==> src/rtl/decoder_pulse.sv <==
// decoder_pulse: registered IW-to-2^IW one-hot pulse decoder with PULSE-cycle outputs and done flag.
// Define DECODER_PULSE_PEND_EN to add a one-entry pending request buffer with sticky ovf.
module decoder_pulse #(
  parameter int IW = 3,
  parameter int PULSE = 4,
  localparam int OW = 1 << IW
) (
  input  logic          clk_sys,
  input  logic          rst,
  input  logic          en_,
  input  logic [0:IW-1] i,
  output logic [0:OW-1] o,
  output logic          busy,
  output logic          done,
  output logic          ovf
);
  if (PULSE < 1 || PULSE > 255) begin : g_bad_pulse
    $fatal(1, "decoder_pulse: PULSE must be 1..255");
  end
  typedef enum logic {IDLE, ACTIVE} state_t;
  state_t        r_state, w_next;
  logic [7:0]    r_cnt, w_cnt;
  logic [IW-1:0] r_code, w_code, w_sel;
  logic          w_start;
`ifdef DECODER_PULSE_PEND_EN
  logic          r_pv, w_pv, r_ovf;
  logic [IW-1:0] r_pc, w_pc;
  // A queued code always wins over a live request, so any request seen while full is lost.
  assign w_start = (r_state == IDLE) && (r_pv || !en_);
  assign w_sel   = r_pv ? r_pc : i;
  assign busy    = (r_state == ACTIVE) && r_pv;
  assign w_pv    = (r_state == ACTIVE) && (r_pv || !en_);
  assign w_pc    = (r_state == ACTIVE && !r_pv) ? i : r_pc;
  assign ovf     = r_ovf;
  always_ff @(posedge clk_sys or posedge rst)
    if (rst) begin
      r_pv  <= 1'b0;
      r_pc  <= '0;
      r_ovf <= 1'b0;
    end else begin
      r_pv  <= w_pv;
      r_pc  <= w_pc;
      r_ovf <= r_ovf | (r_pv & ~en_);
    end
`else
  assign w_start = (r_state == IDLE) && !en_;
  assign w_sel   = i;
  assign busy    = (r_state == ACTIVE);
  assign ovf     = 1'b0;
`endif
  always_comb begin
    w_next = (r_state == IDLE) ? (w_start ? ACTIVE : IDLE) : ((r_cnt == 8'd0) ? IDLE : ACTIVE);
    w_cnt  = w_start ? 8'(PULSE - 1) : ((r_state == ACTIVE && r_cnt != 8'd0) ? r_cnt - 8'd1 : 8'd0);
    w_code = w_start ? w_sel : r_code;
  end
  always_ff @(posedge clk_sys or posedge rst)
    if (rst) begin
      r_state <= IDLE;
      r_cnt   <= 8'd0;
      r_code  <= '0;
    end else begin
      r_state <= w_next;
      r_cnt   <= w_cnt;
      r_code  <= w_code;
    end
  // Outputs decode straight from state so an async reset clears them without a clock.
  always_comb begin
    o         = '0;
    o[r_code] = (r_state == ACTIVE);
  end
  assign done = (r_state == ACTIVE) && (r_cnt == 8'd0);
endmodule

==> config.mk <==
export PLATFORM = sky130hd
export DESIGN_NAME = decoder_pulse
export DESIGN_NICKNAME = d
export VERILOG_FILES = /design/src/rtl/decoder_pulse.sv
export SDC_FILE = /design/constraint.sdc
export NUM_CORES = 1
export LEC_CHECK = 0
export BUFFER_PORTS_ARGS = -buffer_cell sky130_fd_sc_hd__buf_4
export CORE_MARGIN = 10
export CORE_UTILIZATION = 35
export DETAILED_ROUTE_END_ITERATION = 10
export HOLD_SLACK_MARGIN = 0.1
export MAX_ROUTING_LAYER = met4
export PLACE_DENSITY = 0.56
export SLEW_MARGIN = 20
export SYNTH_ARGS = -nofsm -noshare
export SYNTH_HDL_FRONTEND = slang
export SYNTH_SLANG_ARGS = --single-unit
export TNS_END_PERCENT = 1
==> constraint.sdc <==
create_clock -name clk_sys -period 5 [get_ports clk_sys]
set_input_delay 1 -clock clk_sys [delete_from_list [all_inputs] [get_ports clk_sys]]
set_output_delay 1 -clock clk_sys [all_outputs]
set_load 0.02 [all_outputs]
==> reports/results.tsv <==
metric	value	unit
maxCapViolCount	0	
cts_root_buffer	clkbuf_4	
synth_top_area_frac	0.465	
cts.sinks	12	
ioPinCount	17	
start_util	0.370	
ant_nets	0	
wl	1350	um
fin_nets	94	
rr_endpoint	r_cnt[4]	
finalSetupViolations	0	
cts_tree	done	
grt_max_degree	13	
required	4.00	ns
r2r_setup_slack	3.30	ns
max_freq	0.359	GHz
via_count	552	
grt_usage	0.0720	
clk-insertion-delay-late	0.28	ns
worstPathCellList	inv_1 -> ha_1 -> or3b_1 -> nor3_1 -> buf_4	
cts.hold.buffers_added	0	
num_rows	15	
grt_overflow_total	0	
grt_pass1_vias	509	
switching_share	0.425	
synth_area_leader_cell	dfrtp_1	
antenna_found_initial	0	
finClkSkew	0.00869	ns
rr_startpoint	r_cnt[0]	
fin_crit_sh	0.557	
ys_seq_area_frac	0.465	
post_cts_buffers	0	
crit_type	reg2out	
tns	0	ns
drive_above_1_share	0.267	
power.static_leakage	0.384	nW
detailed_place_hpwl	1080	um
startpoint	r_cnt[0]	
core_area	1750	sq um
peakVddDrop	0.279	mV
critical_path.endpoint	done	
clkPwrFrac	0.148	
status	completed	
syn_area	646	sq um
startpoint_type	flop	
power_switching	0.226	mW
firstDrtPassIters	2	
die-width	63.0	um
critPathSlowestCell	or3b_1	
htree_levels	1	
rr_worst_depth	5	
die-height	63.0	um
power.total	0.533	mW
area_growth	25.6	%
cp_slowest_stage_delay	0.46	ns
finalMaxSlewViolations	0	
wire_per_inst	12.2	um
grt_pass1_wl	2290	um
portBuffers	15	
syn_nets	77	
fillers	177	
fin_crit	2.79	ns
yosys_warnings	0	
ys_types	25	
dieArea	3960	sq um
internal_power	0.307	mW
globalplace.congestion	0.806	
final_hold_viol_count	0	
min_path_type	reg2reg	
insertedDiodeCount	0	
crit_arrival	1.79	ns
vias_per_cell	4.97	
post_cts_resized	0	
avgSynthCellArea	9.22	sq um
synth.top_cells.by_area	dfrtp_1 47%, nor2_1 5.8%, mux2_2 5.2%	
cts_made_buffers	3	
seq_power_share	0.357	
cts.clk_slew.worst_paths	0.07	ns
crit_fanout	7	
p_per_area	657	nW/um^2
syn_inst	70	
drc	0	
pwr-share-comb	0.495	
rsz0062_at_grt	no	
drtIter0Drc	5	
cts_buffer_depth	2	
synth_seq_cells	12	
cp-end-kind	output port	
placed cells by master, fill, tap and decap left out:
cell type | netlist | routed
buf_4 | 1 | 15
dfrtp_1 | 12 | 12
nor2_1 | 10 | 10
inv_1 | 5 | 5
nand2_1 | 4 | 4
nor3_1 | 4 | 4
o21ai_0 | 4 | 4
a21oi_1 | 4 | 4
mux2_2 | 3 | 3
nand2b_1 | 3 | 3
clkbuf_4 | 0 | 3
o311ai_0 | 2 | 2
or3_1 | 2 | 2
or4_1 | 2 | 2
o22ai_1 | 2 | 2
or3b_1 | 1 | 1
nand3b_1 | 1 | 1
o41ai_1 | 1 | 1
or4_4 | 1 | 1
a2111o_1 | 1 | 1
o31ai_1 | 1 | 1
and2b_1 | 1 | 1
mux2i_1 | 1 | 1
ha_1 | 1 | 1
conb_1 | 1 | 1
clkbuf_8 | 0 | 1
cell type report:
type                    count  area, sq um  share of cell area
clock buffers               4         36.3              0.0448
inverters                   5         18.8              0.0231
multi-input cells          50          312               0.384
flip-flops and latches     12          300               0.370
well taps                  25         31.3              0.0386
repair buffers             15          113               0.139
layer usage:
layer  vias up  wire, um  track usage
met3         5        73       0.0305
li1        280         -            -
met4         0        32       0.0419
met1       253       670       0.0849
met5         -         0            -
met2        14       573       0.0990
through the flow:
step | worst slack [ns] | hold WS (ns) | area, sq um | std cells | utilization
after floorplan | 2.39 | 0.475 | 646 | 70 | -
after global placement | 2.53 | 0.493 | 774 | 107 | 0.444
after detailed placement | 2.51 | 0.507 | 774 | 107 | 0.444
after CTS | 2.19 | 0.517 | 811 | 111 | 0.465
after global routing | 2.05 | 0.572 | 811 | 111 | 0.465
final | 2.21 | 0.514 | 811 | 111 | 0.465
power by group through the flow:
stage / sequential, mW / combinational [mW] / clock (mW)
floorplan: 0.177 / 0.198 / 0
global placement: 0.192 / 0.268 / 0
detailed placement: 0.193 / 0.268 / 0
CTS: 0.190 / 0.269 / 0.0809
global route: 0.201 / 0.296 / 0.0842
finish: 0.190 / 0.264 / 0.0788
how the worst min path moves through the flow:
stage	slack, ns	cells past startpoint	endpoint	start
after detailed placement	0.51	1	r_cnt[0]	r_cnt[0]
after CTS	0.52	1	r_cnt[0]	r_cnt[0]
after floorplan	0.47	1	r_cnt[0]	r_cnt[0]
after global routing	0.57	1	r_cnt[0]	r_cnt[0]
after global placement	0.49	1	r_cnt[0]	r_cnt[0]
final	0.51	1	r_cnt[0]	r_cnt[0]
critical path, delay by kind of cell (launching register included):
kind	cells	cell delay (ns)
fa+ha+maj	1	0.21
flops	1	0.40
simple gates	2	0.67
buf+inv	2	0.24
Yosys cell counts:
library cell	n
o311ai_0	2
o22ai_1	2
a21oi_1	4
nand2b_1	3
ha_1	1
or3_1	2
or4_4	1
o41ai_1	1
nand2_1	4
o21ai_0	4
mux2i_1	1
inv_1	5
mux2_2	3
or3b_1	1
conb_1	1
o31ai_1	1
buf_4	1
a2111o_1	1
or4_1	2
nor2_1	10
dfrtp_1	12
clkbuf_1	2
nand3b_1	1
and2b_1	1
nor3_1	4
state kept, by name (all words and copies together) (netlist names):
register,flops
r_cnt,8
r_code,3
busy,1
cells by family (layout without fill, tap and decap cells):
group,Yosys count,after routing,share of synthesized area
AO/OA/AOI/OAI,15,15,0.151
multiplexers,4,4,0.0678
buffers and inverters,8,24,0.0523
flip-flops,12,12,0.465
other,1,1,0.00581
adder cells (fa/ha/maj),1,1,0.0194
AND/OR/NAND/NOR,29,29,0.238
(Power assumes the default switching activity.)
